<file path="src/rtl/ysyx_25010008_axi_rr_arb_pkg.sv">
// Shared types and constants for the IFU/LSU AXI read/write arbiter.
package ysyx_25010008_axi_rr_arb_pkg;

  localparam int unsigned ADDR_W = 32;
  localparam int unsigned DATA_W = 32;
  localparam int unsigned STRB_W = DATA_W / 8;
  localparam int unsigned ID_W   = 4;
  localparam int unsigned LEN_W  = 8;

  localparam logic [1:0] BURST_INCR = 2'b01;
  localparam logic [1:0] RESP_OKAY  = 2'b00;
  localparam logic [2:0] SIZE_WORD  = 3'b010;

  localparam logic [ID_W-1:0] DEF_M0_ID = 4'd0;
  localparam logic [ID_W-1:0] DEF_M1_ID = 4'd1;

  // Grant is implied by the state: RD0 = IFU read, RD1 = LSU read, WR = LSU write
  typedef enum logic [1:0] {
    ST_IDLE = 2'd0,
    ST_RD0  = 2'd1,
    ST_RD1  = 2'd2,
    ST_WR   = 2'd3
  } state_e;

  typedef enum logic {
    GNT_M0 = 1'b0,
    GNT_M1 = 1'b1
  } grant_e;

endpackage

</file>
<file path="src/rtl/ysyx_25010008_axi_rr_arb_if.sv">
// AXI4 bundle (aw/w/b/ar/r) shared by the upstream masters and the downstream bus.
interface ysyx_25010008_axi_rr_arb_if;
  import ysyx_25010008_axi_rr_arb_pkg::*;

  logic              awvalid, awready;
  logic [ID_W-1:0]   awid;
  logic [ADDR_W-1:0] awaddr;
  logic [LEN_W-1:0]  awlen;
  logic [2:0]        awsize;
  logic [1:0]        awburst;

  logic              wvalid, wready, wlast;
  logic [DATA_W-1:0] wdata;
  logic [STRB_W-1:0] wstrb;

  logic              bvalid, bready;
  logic [ID_W-1:0]   bid;
  logic [1:0]        bresp;

  logic              arvalid, arready;
  logic [ID_W-1:0]   arid;
  logic [ADDR_W-1:0] araddr;
  logic [LEN_W-1:0]  arlen;
  logic [2:0]        arsize;
  logic [1:0]        arburst;

  logic              rvalid, rready, rlast;
  logic [ID_W-1:0]   rid;
  logic [DATA_W-1:0] rdata;
  logic [1:0]        rresp;

  modport master (
    output awvalid, awid, awaddr, awlen, awsize, awburst, input awready,
    output wvalid, wdata, wstrb, wlast, input wready,
    input  bvalid, bid, bresp, output bready,
    output arvalid, arid, araddr, arlen, arsize, arburst, input arready,
    input  rvalid, rid, rdata, rresp, rlast, output rready
  );

  modport slave (
    input  awvalid, awid, awaddr, awlen, awsize, awburst, output awready,
    input  wvalid, wdata, wstrb, wlast, output wready,
    output bvalid, bid, bresp, input bready,
    input  arvalid, arid, araddr, arlen, arsize, arburst, output arready,
    output rvalid, rid, rdata, rresp, rlast, input rready
  );

endinterface

</file>
<file path="src/rtl/ysyx_25010008_axi_rr_arb.sv">
// IFU (m0, read bursts) / LSU (m1, single-beat read/write) arbiter onto one AXI4 master.
// One transaction outstanding at a time. Optional round-robin contention handling
// is enabled with the macro YSYX_25010008_ARB_RR_EN; otherwise the LSU always wins.
module ysyx_25010008_axi_rr_arb
  import ysyx_25010008_axi_rr_arb_pkg::*;
#(
  parameter logic [ID_W-1:0] M0_ID = DEF_M0_ID,
  parameter logic [ID_W-1:0] M1_ID = DEF_M1_ID
) (
  input logic                           clock,
  input logic                           reset,
  ysyx_25010008_axi_rr_arb_if.slave     m0,
  ysyx_25010008_axi_rr_arb_if.slave     m1,
  ysyx_25010008_axi_rr_arb_if.master    io_master
);

  state_e state_q, state_d;
  logic   ar_done_q, ar_done_d;
  logic   aw_done_q, aw_done_d;
  logic   w_done_q, w_done_d;
  logic   pick_m0;
  logic   wr_both;
`ifdef YSYX_25010008_ARB_RR_EN
  grant_e last_grant_q, last_grant_d;
`endif

  // Upstream inputs the arbiter never consumes (IFU has no write path, fixed-shape LSU fields)
  logic unused_sig;
  assign unused_sig = ^{m0.awvalid, m0.awid, m0.awaddr, m0.awlen, m0.awsize, m0.awburst,
                        m0.wvalid, m0.wdata, m0.wstrb, m0.wlast, m0.bready,
                        m0.arid, m0.arsize, m0.arburst,
                        m1.arid, m1.arlen, m1.arburst, m1.awid, m1.awlen, m1.awburst, m1.wlast};

  // State and handshake-tracking registers
  always_ff @(posedge clock) begin
    if (!reset) begin
      state_q      <= ST_IDLE;
      ar_done_q    <= 1'b0;
      aw_done_q    <= 1'b0;
      w_done_q     <= 1'b0;
`ifdef YSYX_25010008_ARB_RR_EN
      last_grant_q <= GNT_M1;
`endif
    end else begin
      state_q      <= state_d;
      ar_done_q    <= ar_done_d;
      aw_done_q    <= aw_done_d;
      w_done_q     <= w_done_d;
`ifdef YSYX_25010008_ARB_RR_EN
      last_grant_q <= last_grant_d;
`endif
    end
  end

  // Arbitration, next state and channel muxing for the granted master
  always_comb begin
    state_d   = state_q;
    ar_done_d = ar_done_q;
    aw_done_d = aw_done_q;
    w_done_d  = w_done_q;
    pick_m0   = 1'b0;
    wr_both   = aw_done_q && w_done_q;
`ifdef YSYX_25010008_ARB_RR_EN
    last_grant_d = last_grant_q;
`endif

    io_master.arvalid = 1'b0;
    io_master.arid    = M0_ID;
    io_master.araddr  = '0;
    io_master.arlen   = '0;
    io_master.arsize  = SIZE_WORD;
    io_master.arburst = BURST_INCR;
    io_master.rready  = 1'b0;
    io_master.awvalid = 1'b0;
    io_master.awid    = M1_ID;
    io_master.awaddr  = m1.awaddr;
    io_master.awlen   = '0;
    io_master.awsize  = m1.awsize;
    io_master.awburst = BURST_INCR;
    io_master.wvalid  = 1'b0;
    io_master.wdata   = m1.wdata;
    io_master.wstrb   = m1.wstrb;
    io_master.wlast   = 1'b1;
    io_master.bready  = 1'b0;

    m0.arready = 1'b0;
    m0.rvalid  = 1'b0;
    m0.rid     = io_master.rid;
    m0.rdata   = io_master.rdata;
    m0.rresp   = io_master.rresp;
    m0.rlast   = io_master.rlast;
    m0.awready = 1'b0;
    m0.wready  = 1'b0;
    m0.bvalid  = 1'b0;
    m0.bid     = '0;
    m0.bresp   = RESP_OKAY;

    m1.arready = 1'b0;
    m1.rvalid  = 1'b0;
    m1.rid     = io_master.rid;
    m1.rdata   = io_master.rdata;
    m1.rresp   = io_master.rresp;
    m1.rlast   = io_master.rlast;
    m1.awready = 1'b0;
    m1.wready  = 1'b0;
    m1.bvalid  = 1'b0;
    m1.bid     = io_master.bid;
    m1.bresp   = io_master.bresp;

    unique case (state_q)
      ST_IDLE: begin
        ar_done_d = 1'b0;
        aw_done_d = 1'b0;
        w_done_d  = 1'b0;
`ifdef YSYX_25010008_ARB_RR_EN
        if (m0.arvalid && (m1.awvalid || m1.arvalid)) pick_m0 = (last_grant_q == GNT_M1);
        else                                          pick_m0 = m0.arvalid;
`else
        pick_m0 = m0.arvalid && !m1.awvalid && !m1.arvalid;
`endif
        if (pick_m0)          state_d = ST_RD0;
        else if (m1.awvalid)  state_d = ST_WR;
        else if (m1.arvalid)  state_d = ST_RD1;
`ifdef YSYX_25010008_ARB_RR_EN
        if (state_d != ST_IDLE) last_grant_d = pick_m0 ? GNT_M0 : GNT_M1;
`endif
      end
      ST_RD0: begin
        io_master.arvalid = !ar_done_q;
        io_master.arid    = M0_ID;
        io_master.araddr  = m0.araddr;
        io_master.arlen   = m0.arlen;
        m0.arready        = io_master.arready && !ar_done_q;
        if (!ar_done_q && io_master.arready) ar_done_d = 1'b1;
        m0.rvalid         = io_master.rvalid;
        io_master.rready  = m0.rready;
        if (io_master.rvalid && m0.rready && io_master.rlast) state_d = ST_IDLE;
      end
      ST_RD1: begin
        io_master.arvalid = !ar_done_q;
        io_master.arid    = M1_ID;
        io_master.araddr  = m1.araddr;
        io_master.arsize  = m1.arsize;
        m1.arready        = io_master.arready && !ar_done_q;
        if (!ar_done_q && io_master.arready) ar_done_d = 1'b1;
        m1.rvalid         = io_master.rvalid;
        io_master.rready  = m1.rready;
        // Single-beat read: first accepted beat ends it regardless of rlast
        if (io_master.rvalid && m1.rready) state_d = ST_IDLE;
      end
      ST_WR: begin
        io_master.awvalid = !aw_done_q;
        io_master.wvalid  = !w_done_q;
        m1.awready        = io_master.awready && !aw_done_q;
        m1.wready         = io_master.wready && !w_done_q;
        if (!aw_done_q && io_master.awready) aw_done_d = 1'b1;
        if (!w_done_q && io_master.wready)   w_done_d  = 1'b1;
        io_master.bready  = wr_both && m1.bready;
        m1.bvalid         = wr_both && io_master.bvalid;
        if (wr_both && io_master.bvalid && m1.bready) state_d = ST_IDLE;
      end
      default: state_d = ST_IDLE;
    endcase
  end

endmodule

</file>
<file path="src/flat_wrapper.sv">
// flat-port wrapper written by rule: the top's interface ports become plain ports
module ysyx_25010008_axi_rr_arb_flat import ysyx_25010008_axi_rr_arb_pkg::*;
#(
  parameter logic [ID_W-1:0] M0_ID = DEF_M0_ID,
  parameter logic [ID_W-1:0] M1_ID = DEF_M1_ID
)
  (clock, reset, m0_awvalid, m0_awid, m0_awaddr, m0_awlen, m0_awsize, m0_awburst, m0_awready, m0_wvalid, m0_wdata, m0_wstrb, m0_wlast, m0_wready, m0_bvalid, m0_bid, m0_bresp, m0_bready, m0_arvalid, m0_arid, m0_araddr, m0_arlen, m0_arsize, m0_arburst, m0_arready, m0_rvalid, m0_rid, m0_rdata, m0_rresp, m0_rlast, m0_rready, m1_awvalid, m1_awid, m1_awaddr, m1_awlen, m1_awsize, m1_awburst, m1_awready, m1_wvalid, m1_wdata, m1_wstrb, m1_wlast, m1_wready, m1_bvalid, m1_bid, m1_bresp, m1_bready, m1_arvalid, m1_arid, m1_araddr, m1_arlen, m1_arsize, m1_arburst, m1_arready, m1_rvalid, m1_rid, m1_rdata, m1_rresp, m1_rlast, m1_rready, io_master_awvalid, io_master_awid, io_master_awaddr, io_master_awlen, io_master_awsize, io_master_awburst, io_master_awready, io_master_wvalid, io_master_wdata, io_master_wstrb, io_master_wlast, io_master_wready, io_master_bvalid, io_master_bid, io_master_bresp, io_master_bready, io_master_arvalid, io_master_arid, io_master_araddr, io_master_arlen, io_master_arsize, io_master_arburst, io_master_arready, io_master_rvalid, io_master_rid, io_master_rdata, io_master_rresp, io_master_rlast, io_master_rready);
  ysyx_25010008_axi_rr_arb_if m0_i ();
  ysyx_25010008_axi_rr_arb_if m1_i ();
  ysyx_25010008_axi_rr_arb_if io_master_i ();
  input logic clock;
  input logic reset;
  input wire logic [$bits(m0_i.awvalid)-1:0] m0_awvalid;
  input wire logic [$bits(m0_i.awid)-1:0] m0_awid;
  input wire logic [$bits(m0_i.awaddr)-1:0] m0_awaddr;
  input wire logic [$bits(m0_i.awlen)-1:0] m0_awlen;
  input wire logic [$bits(m0_i.awsize)-1:0] m0_awsize;
  input wire logic [$bits(m0_i.awburst)-1:0] m0_awburst;
  output wire logic [$bits(m0_i.awready)-1:0] m0_awready;
  input wire logic [$bits(m0_i.wvalid)-1:0] m0_wvalid;
  input wire logic [$bits(m0_i.wdata)-1:0] m0_wdata;
  input wire logic [$bits(m0_i.wstrb)-1:0] m0_wstrb;
  input wire logic [$bits(m0_i.wlast)-1:0] m0_wlast;
  output wire logic [$bits(m0_i.wready)-1:0] m0_wready;
  output wire logic [$bits(m0_i.bvalid)-1:0] m0_bvalid;
  output wire logic [$bits(m0_i.bid)-1:0] m0_bid;
  output wire logic [$bits(m0_i.bresp)-1:0] m0_bresp;
  input wire logic [$bits(m0_i.bready)-1:0] m0_bready;
  input wire logic [$bits(m0_i.arvalid)-1:0] m0_arvalid;
  input wire logic [$bits(m0_i.arid)-1:0] m0_arid;
  input wire logic [$bits(m0_i.araddr)-1:0] m0_araddr;
  input wire logic [$bits(m0_i.arlen)-1:0] m0_arlen;
  input wire logic [$bits(m0_i.arsize)-1:0] m0_arsize;
  input wire logic [$bits(m0_i.arburst)-1:0] m0_arburst;
  output wire logic [$bits(m0_i.arready)-1:0] m0_arready;
  output wire logic [$bits(m0_i.rvalid)-1:0] m0_rvalid;
  output wire logic [$bits(m0_i.rid)-1:0] m0_rid;
  output wire logic [$bits(m0_i.rdata)-1:0] m0_rdata;
  output wire logic [$bits(m0_i.rresp)-1:0] m0_rresp;
  output wire logic [$bits(m0_i.rlast)-1:0] m0_rlast;
  input wire logic [$bits(m0_i.rready)-1:0] m0_rready;
  input wire logic [$bits(m1_i.awvalid)-1:0] m1_awvalid;
  input wire logic [$bits(m1_i.awid)-1:0] m1_awid;
  input wire logic [$bits(m1_i.awaddr)-1:0] m1_awaddr;
  input wire logic [$bits(m1_i.awlen)-1:0] m1_awlen;
  input wire logic [$bits(m1_i.awsize)-1:0] m1_awsize;
  input wire logic [$bits(m1_i.awburst)-1:0] m1_awburst;
  output wire logic [$bits(m1_i.awready)-1:0] m1_awready;
  input wire logic [$bits(m1_i.wvalid)-1:0] m1_wvalid;
  input wire logic [$bits(m1_i.wdata)-1:0] m1_wdata;
  input wire logic [$bits(m1_i.wstrb)-1:0] m1_wstrb;
  input wire logic [$bits(m1_i.wlast)-1:0] m1_wlast;
  output wire logic [$bits(m1_i.wready)-1:0] m1_wready;
  output wire logic [$bits(m1_i.bvalid)-1:0] m1_bvalid;
  output wire logic [$bits(m1_i.bid)-1:0] m1_bid;
  output wire logic [$bits(m1_i.bresp)-1:0] m1_bresp;
  input wire logic [$bits(m1_i.bready)-1:0] m1_bready;
  input wire logic [$bits(m1_i.arvalid)-1:0] m1_arvalid;
  input wire logic [$bits(m1_i.arid)-1:0] m1_arid;
  input wire logic [$bits(m1_i.araddr)-1:0] m1_araddr;
  input wire logic [$bits(m1_i.arlen)-1:0] m1_arlen;
  input wire logic [$bits(m1_i.arsize)-1:0] m1_arsize;
  input wire logic [$bits(m1_i.arburst)-1:0] m1_arburst;
  output wire logic [$bits(m1_i.arready)-1:0] m1_arready;
  output wire logic [$bits(m1_i.rvalid)-1:0] m1_rvalid;
  output wire logic [$bits(m1_i.rid)-1:0] m1_rid;
  output wire logic [$bits(m1_i.rdata)-1:0] m1_rdata;
  output wire logic [$bits(m1_i.rresp)-1:0] m1_rresp;
  output wire logic [$bits(m1_i.rlast)-1:0] m1_rlast;
  input wire logic [$bits(m1_i.rready)-1:0] m1_rready;
  output wire logic [$bits(io_master_i.awvalid)-1:0] io_master_awvalid;
  output wire logic [$bits(io_master_i.awid)-1:0] io_master_awid;
  output wire logic [$bits(io_master_i.awaddr)-1:0] io_master_awaddr;
  output wire logic [$bits(io_master_i.awlen)-1:0] io_master_awlen;
  output wire logic [$bits(io_master_i.awsize)-1:0] io_master_awsize;
  output wire logic [$bits(io_master_i.awburst)-1:0] io_master_awburst;
  input wire logic [$bits(io_master_i.awready)-1:0] io_master_awready;
  output wire logic [$bits(io_master_i.wvalid)-1:0] io_master_wvalid;
  output wire logic [$bits(io_master_i.wdata)-1:0] io_master_wdata;
  output wire logic [$bits(io_master_i.wstrb)-1:0] io_master_wstrb;
  output wire logic [$bits(io_master_i.wlast)-1:0] io_master_wlast;
  input wire logic [$bits(io_master_i.wready)-1:0] io_master_wready;
  input wire logic [$bits(io_master_i.bvalid)-1:0] io_master_bvalid;
  input wire logic [$bits(io_master_i.bid)-1:0] io_master_bid;
  input wire logic [$bits(io_master_i.bresp)-1:0] io_master_bresp;
  output wire logic [$bits(io_master_i.bready)-1:0] io_master_bready;
  output wire logic [$bits(io_master_i.arvalid)-1:0] io_master_arvalid;
  output wire logic [$bits(io_master_i.arid)-1:0] io_master_arid;
  output wire logic [$bits(io_master_i.araddr)-1:0] io_master_araddr;
  output wire logic [$bits(io_master_i.arlen)-1:0] io_master_arlen;
  output wire logic [$bits(io_master_i.arsize)-1:0] io_master_arsize;
  output wire logic [$bits(io_master_i.arburst)-1:0] io_master_arburst;
  input wire logic [$bits(io_master_i.arready)-1:0] io_master_arready;
  input wire logic [$bits(io_master_i.rvalid)-1:0] io_master_rvalid;
  input wire logic [$bits(io_master_i.rid)-1:0] io_master_rid;
  input wire logic [$bits(io_master_i.rdata)-1:0] io_master_rdata;
  input wire logic [$bits(io_master_i.rresp)-1:0] io_master_rresp;
  input wire logic [$bits(io_master_i.rlast)-1:0] io_master_rlast;
  output wire logic [$bits(io_master_i.rready)-1:0] io_master_rready;
  assign m0_i.awvalid = m0_awvalid;
  assign m0_i.awid = m0_awid;
  assign m0_i.awaddr = m0_awaddr;
  assign m0_i.awlen = m0_awlen;
  assign m0_i.awsize = m0_awsize;
  assign m0_i.awburst = m0_awburst;
  assign m0_awready = m0_i.awready;
  assign m0_i.wvalid = m0_wvalid;
  assign m0_i.wdata = m0_wdata;
  assign m0_i.wstrb = m0_wstrb;
  assign m0_i.wlast = m0_wlast;
  assign m0_wready = m0_i.wready;
  assign m0_bvalid = m0_i.bvalid;
  assign m0_bid = m0_i.bid;
  assign m0_bresp = m0_i.bresp;
  assign m0_i.bready = m0_bready;
  assign m0_i.arvalid = m0_arvalid;
  assign m0_i.arid = m0_arid;
  assign m0_i.araddr = m0_araddr;
  assign m0_i.arlen = m0_arlen;
  assign m0_i.arsize = m0_arsize;
  assign m0_i.arburst = m0_arburst;
  assign m0_arready = m0_i.arready;
  assign m0_rvalid = m0_i.rvalid;
  assign m0_rid = m0_i.rid;
  assign m0_rdata = m0_i.rdata;
  assign m0_rresp = m0_i.rresp;
  assign m0_rlast = m0_i.rlast;
  assign m0_i.rready = m0_rready;
  assign m1_i.awvalid = m1_awvalid;
  assign m1_i.awid = m1_awid;
  assign m1_i.awaddr = m1_awaddr;
  assign m1_i.awlen = m1_awlen;
  assign m1_i.awsize = m1_awsize;
  assign m1_i.awburst = m1_awburst;
  assign m1_awready = m1_i.awready;
  assign m1_i.wvalid = m1_wvalid;
  assign m1_i.wdata = m1_wdata;
  assign m1_i.wstrb = m1_wstrb;
  assign m1_i.wlast = m1_wlast;
  assign m1_wready = m1_i.wready;
  assign m1_bvalid = m1_i.bvalid;
  assign m1_bid = m1_i.bid;
  assign m1_bresp = m1_i.bresp;
  assign m1_i.bready = m1_bready;
  assign m1_i.arvalid = m1_arvalid;
  assign m1_i.arid = m1_arid;
  assign m1_i.araddr = m1_araddr;
  assign m1_i.arlen = m1_arlen;
  assign m1_i.arsize = m1_arsize;
  assign m1_i.arburst = m1_arburst;
  assign m1_arready = m1_i.arready;
  assign m1_rvalid = m1_i.rvalid;
  assign m1_rid = m1_i.rid;
  assign m1_rdata = m1_i.rdata;
  assign m1_rresp = m1_i.rresp;
  assign m1_rlast = m1_i.rlast;
  assign m1_i.rready = m1_rready;
  assign io_master_awvalid = io_master_i.awvalid;
  assign io_master_awid = io_master_i.awid;
  assign io_master_awaddr = io_master_i.awaddr;
  assign io_master_awlen = io_master_i.awlen;
  assign io_master_awsize = io_master_i.awsize;
  assign io_master_awburst = io_master_i.awburst;
  assign io_master_i.awready = io_master_awready;
  assign io_master_wvalid = io_master_i.wvalid;
  assign io_master_wdata = io_master_i.wdata;
  assign io_master_wstrb = io_master_i.wstrb;
  assign io_master_wlast = io_master_i.wlast;
  assign io_master_i.wready = io_master_wready;
  assign io_master_i.bvalid = io_master_bvalid;
  assign io_master_i.bid = io_master_bid;
  assign io_master_i.bresp = io_master_bresp;
  assign io_master_bready = io_master_i.bready;
  assign io_master_arvalid = io_master_i.arvalid;
  assign io_master_arid = io_master_i.arid;
  assign io_master_araddr = io_master_i.araddr;
  assign io_master_arlen = io_master_i.arlen;
  assign io_master_arsize = io_master_i.arsize;
  assign io_master_arburst = io_master_i.arburst;
  assign io_master_i.arready = io_master_arready;
  assign io_master_i.rvalid = io_master_rvalid;
  assign io_master_i.rid = io_master_rid;
  assign io_master_i.rdata = io_master_rdata;
  assign io_master_i.rresp = io_master_rresp;
  assign io_master_i.rlast = io_master_rlast;
  assign io_master_rready = io_master_i.rready;
  ysyx_25010008_axi_rr_arb #(.M0_ID(M0_ID), .M1_ID(M1_ID)) u_core (.clock(clock), .reset(reset), .m0(m0_i), .m1(m1_i), .io_master(io_master_i));
endmodule
</file>
<file path="config.mk">
export PLATFORM = sky130hd
export DESIGN_NAME = ysyx_25010008_axi_rr_arb_flat
export DESIGN_NICKNAME = d
export VERILOG_FILES = /design/src/rtl/ysyx_25010008_axi_rr_arb_pkg.sv /design/src/rtl/ysyx_25010008_axi_rr_arb_if.sv /design/src/rtl/ysyx_25010008_axi_rr_arb.sv /design/src/flat_wrapper.sv
export SDC_FILE = /design/constraint.sdc
export NUM_CORES = 1
export LEC_CHECK = 0
export BUFFER_PORTS_ARGS = -buffer_cell sky130_fd_sc_hd__buf_2
export CORE_AREA = 2 2 223 225
export CTS_CLUSTER_SIZE = 25
export DETAILED_ROUTE_END_ITERATION = 10
export DIE_AREA = 0 0 225 227
export PLACE_DENSITY = 0.34
export REMOVE_ABC_BUFFERS = 1
export SLEW_MARGIN = 30
export SYNTH_ARGS = -nofsm -noshare
export SYNTH_HDL_FRONTEND = slang
export SYNTH_SLANG_ARGS = --single-unit
</file>
<file path="constraint.sdc">
create_clock -name clock -period 1.7 [get_ports clock]
set_input_delay 0.17 -clock clock [delete_from_list [all_inputs] [get_ports clock]]
set_output_delay 0.17 -clock clock [all_outputs]
set_load 0.02 [all_outputs]
</file>
==> impl_metrics.yaml, run 1 <==
run_status:
  status: "finished with violations"
  violations: "negative setup slack"
sta:
  min_period_ns: 1.72
  setup_ws_ns: -0.0225
  holdWs_ns: 0.222
  layout_worst_path_cycle_share_pct: 101
  clock.fmax_mhz: 581
  rsz0062_at_grt: "true"
  drv_slew: 0
  fin_setup_tns_ns: -0.0225
  setup_viol: 1
  finClkSkew_ns: 0.000546
  hold_violations: 0
global_route:
  grt_max_degree: 33
  antenna_found_initial: 4
  grt_usage_pct: 17.4
  grt_pass1_vias: 1738
  grt_pass1_wl_mm: 49.2
  gr-total-overflow: 0
floorplanning:
  initial_core_util_pct: 4.89
  num_io_pins: 572
  die_area_sq_um: 51100
  die_h_microns: 227
  placementRows: 81
  fp.coreArea_sq_um: 48500
  dieWidth_microns: 225
synthesis:
  avgSynthCellArea_sq_um: 7.35
  synthArstFlopShare_pct: 0
  netlist-cell-type-count: 26
  synth_area_sq_um: 2370
  seq_area_frac_synth_pct: 4.21
  ys.warnings.count: 0
  synth_edf_count: 0
  synth_seq_cells: 5
  ys.flop_type: "dfxtp_1"
  syn-instance-count: 323
worst_setup_path:
  critPathRequiredTime_ns: 1.53
  reg2reg_slack_ns: 0.13
  cp-start-kind: "flip-flop"
  path_max_fanout: 7
  cp-endpoint: "io_master_araddr[2]"
  cp-startpoint: "u_core.state_q[0]"
  r2r_end: "u_core.ar_done_q"
  rr_startpoint: "u_core.state_q[0]"
  cp-end-kind: "primary output"
  crit_type: "flip-flop to primary output"
  crit_arrival_ns: 1.55
  worstRegToRegCells: 7
clock_network:
  cts_hold_buffers: 0
  numCtsBuffers: 3
  cts_tree: "done"
  clock_latency_ns: 0.23
  cts.clk_slew.worst_paths_ns: 0.03
  cts_sinks: 5
  htreeDepth: 1
  ctsRootBufferMaster: "clkbuf_16"
  clock_path_buffers: 2
layout:
  nets: 662
  final_common_cell: "buf_2"
  stdcell_count: 946
  num_antenna_cells: 0
  final_cell_mix: "112 x buf_2, 35 x buf_4, 29 x conb_1"
  area_delta_synth_final_pct: 38.6
  fillers: 5671
  final_core_util_pct: 6.78
  drive_above_1_share_pct: 66.4
min_path:
  min_path_type: "primary input to flip-flop"
  hold_depth: 3
detailed_routing:
  vias_per_cell: 2.39
  drt-wirelength-per-cell_microns: 50.9
  routed_wl_mm: 48.2
  drt_iter0_markers: 91
  vias: 2262
  drtPass1Iterations: 4
  ant_nets: 0
  drc: 0
placement:
  place_inst: 928
  numPortBuffers: 146
  hpwl_mm: 44.1
  place_congestion: 0.750
power_and_ir_drop:
  p_leak_nw: 1.27
  totalPowerFinal_mw: 4.97
  powerDensity_nw_per_um2: 1510
  ir_drop_v: 0.000441
run:
  drv_cap: 0
-- state kept, by name, indices dropped and copies added (netlist names) --
register	cells
u_core.ar_done_q	1
u_core.w_done_q	1
u_core.aw_done_q	1
u_core.state_q	2
-- routing by layer --
metal	vias up	global-route usage (%)	share of wire [%]
met3	23	26.4	31
met2	447	33.9	55
met4	6	2.09	1.1
met1	944	5.95	13
li1	842	-	-
met5	-	1.80	0.27
-- final cells by class --
| type | count | area [sq um] | share of cell area, % |
|---|---|---|---|
| inverters | 4 | 20.0 | 0.608 |
| clock buffers | 4 | 78.8 | 2.39 |
| well taps | 622 | 778 | 23.6 |
| flip-flops and latches | 5 | 108 | 3.27 |
| repair buffers | 166 | 1190 | 36.1 |
| multi-input cells | 145 | 1120 | 34.0 |
-- where the power goes --
group | switching, mW | leakage (nW) | internal [mW] | total [mW]
clock network | 0.0779 | 0.0382 | 0.311 | 0.389
logic | 2.26 | 1.19 | 2.10 | 4.35
registers | 0.0643 | 0.0422 | 0.166 | 0.231
total | 2.40 | 1.27 | 2.57 | 4.97
-- through the flow --
| step | instance area (sq um) | setup slack (ns) |
|---|---|---|
| floorplan | 1040 | -0.330 |
| global placement | 2640 | 0.138 |
| detailed placement | 2640 | 0.120 |
| CTS | 2780 | -0.0526 |
| global route | 3290 | -0.0859 |
| finish | 3290 | -0.0225 |
-- timing repair --
item	CTS	global route
gates resized for setup	9	82
cloned	1	7
setup endpoints to repair	35	47
pin swaps	0	4
setup buffers	0	7
-- worst max-delay path: stages (launching register included) --
cell and delay [ns]:
dfxtp_4 0.38, inv_4 0.06, ha_4 0.17, buf_12 0.14, clkbuf_16 0.17, a22oi_2 0.17
nor2b_1 0.06, buf_2 0.16
-- cells by family after synthesis --
family | Yosys count | synth area share [%]
flip-flops | 5 | 4.22
AND/OR/NAND/NOR | 67 | 17.7
multiplexers | 2 | 0.843
adder cells (fa/ha/maj) | 5 | 2.63
other | 2 | 0.316
buffers and inverters | 200 | 61.0
AO/OA/AOI/OAI | 42 | 13.3
-- worst min path at each step --
stage | start | slack [ns] | endpoint
after floorplan | reset | 0.32 | u_core.state_q[1]
after global placement | io_master_rdata[15] | 0.34 | m0_rdata[15]
after detailed placement | io_master_rdata[15] | 0.34 | m0_rdata[15]
after CTS | io_master_awready | 0.22 | u_core.aw_done_q
after global routing | io_master_arready | 0.27 | u_core.ar_done_q
final | io_master_awready | 0.22 | u_core.aw_done_q
-- synth_stat cells, types with 3 or more instances --
cell | instances | area, sq um
a21boi_0 | 3 | 22.5
a22oi_1 | 33 | 248
and2_1 | 14 | 87.6
buf_2 | 6 | 30.0
buf_4 | 184 | 1380
clkbuf_1 | 5 | 18.8
dfxtp_1 | 5 | 100
ha_1 | 5 | 62.6
inv_1 | 4 | 15.0
nand2_1 | 8 | 30.0
nor2b_1 | 35 | 219
o21ai_0 | 3 | 15.0
No activity file was read; power rests on OpenSTA's default activity.
==> run 2: changes to the inputs <==
Settings changed: PLACE_DENSITY 0.34 to 0.3.
==> run 2 against run 1 <==
  * The run still ends with negative setup slack left
  * Clock skew barely moved
  * Sequential share of layout area fell by 0.14 points
  * Core utilization rose by 0.31 points
  * Via count fell by 2.4%
  * Largest cell class unchanged
  * Highest routed layer unchanged
==> impl_metrics.yaml, run 2 (synthesis results as in run 1) <==
power_and_ir_drop:
  pwr-share-comb_pct: 88.1
  clockPowerShare_pct: 7.5
  p_sw_mw: 2.37
  p_leak_nw: 1.34
  ir_drop_v: 0.000485
  switching_share_pct: 45.7
  seqPwrFrac_pct: 4.5
  p_int_mw: 2.82
  totalPowerFinal_mw: 5.19
  powerDensity_nw_per_um2: 1510
clock_network:
  clock_latency_ns: 0.23
  cts.clk_slew.worst_paths_ns: 0.03
  cts_tree: "done"
  clock_path_buffers: 2
  ctsRootBufferMaster: "clkbuf_16"
  cts_sinks: 5
  htreeDepth: 1
  numCtsBuffers: 3
worst_setup_path:
  crit_type: "flip-flop to primary output"
  cp_common_cell: "buf_12"
  path_cells: "buf_6 -> ha_4 -> buf_12 -> buf_12 -> a22oi_2 -> nor2b_1 -> buf_2"
  slowest_delay_ns: 0.35
  path_max_fanout: 8
  slowest_stage: "dfxtp_4"
  cp-end-kind: "primary output"
  critPathRequiredTime_ns: 1.53
  cp-start-kind: "flip-flop"
  crit_arrival_ns: 1.58
sta:
  setup_viol: 15
  min_period_ns: 1.75
  rsz0062_at_grt: "true"
  holdWs_ns: 0.231
  setup_ws_ns: -0.0482
  layout_worst_path_cycle_share_pct: 103
  finClkSkew_ns: 0.000483
  drv_slew: 0
  fin_setup_tns_ns: -0.173
  clock.fmax_mhz: 572
  hold_violations: 0
detailed_routing:
  drt-wirelength-per-cell_microns: 49.2
  drtPass1Iterations: 4
  drc: 0
  ant_nets: 0
  vias: 2207
  routed_wl_mm: 47.1
  drt_iter0_markers: 53
  vias_per_cell: 2.31
global_route:
  grt_max_degree: 15
  grt_pass1_wl_mm: 50.5
  antenna_found_initial: 3
  gr-total-overflow: 0
  grt_usage_pct: 17.7
  grt_pass1_vias: 1942
run_status:
  violations: "negative setup slack"
  status: "finished with violations"
min_path:
  min_path_type: "primary input to flip-flop"
layout:
  final_cell_mix: "117 x buf_2, 31 x buf_4, 29 x a22oi_2, 29 x conb_1, 28 x nor2b_1"
  final_core_util_pct: 7.10
  area_delta_synth_final_pct: 45.0
  stdcell_area_sq_um: 3440
  drive_above_1_share_pct: 68.3
  fillers: 5697
  largest_reg_flops: 2
  regMostFlops: "u_core.state_q"
  final_common_cell: "buf_2"
  nets: 672
floorplanning:
  die_area_sq_um: 51100
  num_io_pins: 572
  placementRows: 81
  dieWidth_microns: 225
  fp.coreArea_sq_um: 48500
  die_h_microns: 227
  initial_core_util_pct: 4.89
placement:
  numPortBuffers: 146
  place_congestion: 0.778
  hpwl_mm: 44.6
  dpl_cell_area_sq_um: 2720
run:
  drv_cap: 0
==> run 2: cell types whose count changed in the layout (fill, tap and decap cells not counted), sizes merged <==
cell	previous run	this run
diode	0	1
clkbuf	10	6
buf	160	174
==> run 2: power by group through the flow <==
stage	logic (mW)	registers, mW	clock network (mW)
finish	4.57	0.231	0.388
CTS	4.03	0.223	0.400
global route	4.85	0.237	0.406
floorplan	1.55	0.178	0
global placement	3.02	0.199	0
detailed placement	3.01	0.199	0
==> run 2: routing by layer <==
layer / track usage, % / share of wire [%] / wire length, microns
met4: 0.427 / 0.059 / 28
met2: 38.3 / 60 / 28500
met1: 6.36 / 12 / 5750
met5: 0 / 0.057 / 27
met3: 22.5 / 27 / 12800
==> run 2: through the flow <==
stage / worst slack (ns) / cells
2_1_floorplan: -0.330 / 154
3_3_place_gp: 0.0777 / 937
3_5_place_dp: 0.0777 / 937
4_1_cts: -0.0750 / 951
5_1_grt: -0.0839 / 956
6_report: -0.0482 / 957
==> run 2: repair_timing <==
action	4_1_cts	5_1_grt
cloned	3	2
gates resized for setup	69	42
setup endpoints to repair	45	41
buffers inserted	7	3
hold buffers	0	0
pin swaps	3	4
==> run 2: layout make-up <==
class	count	area (sq um)	area share, %
timing repair buffer	176	1290	37.6
multi-input combinational	145	1160	33.7
tap	622	778	22.6
sequential	5	108	3.12
clock buffer	4	78.8	2.29
inverter	4	22.5	0.654
antenna	1	2.50	0.0726
==> run 2: worst max-delay path, delay by kind of cell, from the launching register on <==
| family | cells | cell delay [ns] |
|---|---|---|
| and+or+nand+nor | 1 | 0.06 |
| adders and majority gates | 1 | 0.17 |
| DFF | 1 | 0.35 |
| AOI/OAI and AO/OA | 1 | 0.19 |
| buffers and inverters | 4 | 0.56 |
==> run 2: worst paths after layout <==
path	from	to	slack [ns]	depth (start not counted)
worst max-delay path	u_core.state_q[1]	io_master_araddr[11]	-0.05	7
worst min-delay path	io_master_awready	u_core.aw_done_q	0.23	3
worst max register to register	u_core.state_q[1]	u_core.state_q[1]	0.22	7
worst min register to register	u_core.w_done_q	u_core.w_done_q	0.52	2
==> run 3: changes to the inputs <==
Settings changed: CORE_AREA 2 2 223 225 to 2 2 220 222, DIE_AREA 0 0 225 227 to 0 0 222 224.
Clock period 1.7 ns to 1.4 ns, I/O delays scaled along.
==> run 3 against run 2 <==
  * The flow still finishes with violations (negative setup slack)
  * Sequential cell count unchanged
  * Combinational power increased by 46%
  * Power increased by 43%
  * Clock-buffer cell count unchanged
  * Via count increased by 2.1%
  * Critical path depth unchanged
  * Worst hold slack got worse by 0.042 ns
  * Design area increased by 11%
  * Clock skew increased by 0.0015 ns
  * Wire length increased by 0.46%
  * Largest power group unchanged
==> impl_metrics.yaml, run 3 (synthesis results as in run 1) <==
run:
  drv_cap: 0
floorplanning:
  dieWidth_microns: 222
  num_io_pins: 572
  die_h_microns: 224
  placementRows: 80
  initial_core_util_pct: 5.02
  die_area_sq_um: 49700
  fp.coreArea_sq_um: 47300
global_route:
  grt_use_met3_pct: 23.5
  grt_pass1_vias: 2004
  use_met1_pct: 7.97
  busiest_layer: "met2"
  grt_usage_pct: 18.1
  gr-total-overflow: 0
  antenna_found_initial: 4
  grt_max_degree: 31
  grt_pass1_wl_mm: 51.0
  met2_usage_pct: 36.4
layout:
  fillers: 5542
  drive_above_1_share_pct: 80.3
  num_antenna_cells: 0
  area_delta_synth_final_pct: 61.0
  final_common_cell: "buf_2"
  regMostFlops: "u_core.state_q"
  nets: 673
  largest_reg_flops: 2
  final_cell_mix: "92 x buf_2, 48 x buf_6, 32 x a22oi_2"
  final_core_util_pct: 8.08
detailed_routing:
  drt_iter0_markers: 98
  vias_per_cell: 2.37
  drc: 0
  vias: 2253
  drt-wirelength-per-cell_microns: 49.8
  ant_nets: 0
  routed_wl_mm: 47.3
  drtPass1Iterations: 5
power_and_ir_drop:
  ir_drop_v: 0.000936
  switching_share_pct: 44.6
  p_leak_nw: 1.45
  clockPowerShare_pct: 6.4
  p_sw_mw: 3.32
  p_int_mw: 4.12
  powerDensity_nw_per_um2: 1940
  totalPowerFinal_mw: 7.43
  pwr-share-comb_pct: 89.7
  seqPwrFrac_pct: 3.9
sta:
  finClkSkew_ns: 0.00202
  hold_violations: 0
  setup_ws_ns: -0.261
  min_period_ns: 1.66
  rsz0062_at_grt: "true"
  layout_worst_path_cycle_share_pct: 119
  clock.fmax_mhz: 602
  setup_viol: 57
  fin_setup_tns_ns: -10.26
  drv_slew: 0
worst_setup_path:
  cp-start-kind: "flip-flop"
  crit_arrival_ns: 1.52
  critPathRequiredTime_ns: 1.26
  crit_type: "flip-flop to primary output"
  cp-startpoint: "u_core.state_q[0]"
  cp-end-kind: "primary output"
  path_max_fanout: 7
  rr_startpoint: "u_core.state_q[1]"
placement:
  place_ws_ns: -0.119
  hpwl_mm: 43.4
  numPortBuffers: 146
  place_congestion: 0.761
clock_network:
  cts.clk_slew.worst_paths_ns: 0.03
  ctsRootBufferMaster: "clkbuf_16"
  clock_path_buffers: 2
  cts_tree: "done"
  numCtsBuffers: 3
  htreeDepth: 1
  cts_sinks: 5
  clock_latency_ns: 0.23
run_status:
  status: "finished with violations"
  violations: "negative setup slack"
min_path:
  hp-start: "io_master_awready"
  min_path_type: "primary input to flip-flop"
run 3: changes by cell type in the layout (fill, tap and decap cells not counted), sizes merged:
cell    delta
buf        +2
diode      -1
clkbuf     -1
run 3: worst paths after layout:
check / slack [ns] / endpoint / cells past startpoint
worst max-delay path: -0.26 / io_master_araddr[15] / 7
worst max register to register: -0.04 / u_core.state_q[1] / 7
worst min register to register: 0.54 / u_core.w_done_q / 2
worst min-delay path: 0.19 / u_core.aw_done_q / 3
run 3: cell type report:
| cell class | count | area (sq um) | area share (%) |
|---|---|---|---|
| Clock buffer | 4 | 78.8 | 2.06 |
| Inverter | 4 | 22.5 | 0.589 |
| Multi-Input combinational cell | 145 | 1350 | 35.3 |
| Sequential cell | 5 | 108 | 2.81 |
| Tap cell | 615 | 769 | 20.1 |
| Timing Repair Buffer | 177 | 1490 | 39.1 |
run 3: per-stage QoR:
step,cell area [sq um],std cells,hold WS (ns)
3_3_place_gp,2680,928,0.281
5_1_grt,3820,950,0.209
2_1_floorplan,1040,154,0.280
3_5_place_dp,2680,928,0.281
4_1_cts,3460,946,0.185
6_report,3820,950,0.189
run 3: critical path: stages, from the launching register on:
cell,delay (ns)
dfxtp_4,0.37
inv_4,0.06
ha_4,0.18
buf_12,0.14
buf_16,0.15
a22oi_2,0.20
nor2b_2,0.06
buf_6,0.13
run 3: power by group through the flow:
stage / Combinational (mW) / Sequential, mW / Clock [mW]
after floorplan: 1.89 / 0.217 / 0
after global placement: 3.48 / 0.237 / 0
after detailed placement: 3.48 / 0.238 / 0
after CTS: 5.99 / 0.288 / 0.479
after global routing: 7.11 / 0.305 / 0.492
final: 6.67 / 0.292 / 0.473
run 3: layer usage:
metal	up-vias	part of all wire, %	routed length, microns
met2	387	56	26300
met5	-	0.32	151
met3	25	27	12700
li1	864	-	-
met1	969	16	7390
met4	8	1.5	732
run 3: timing repair:
action | in CTS | in global routing
pin swaps | 5 | 12
buffers inserted | 11 | 7
cloned | 4 | 2
hold buffers | 0 | 0
setup endpoints to repair | 59 | 59
gates resized for setup | 136 | 87
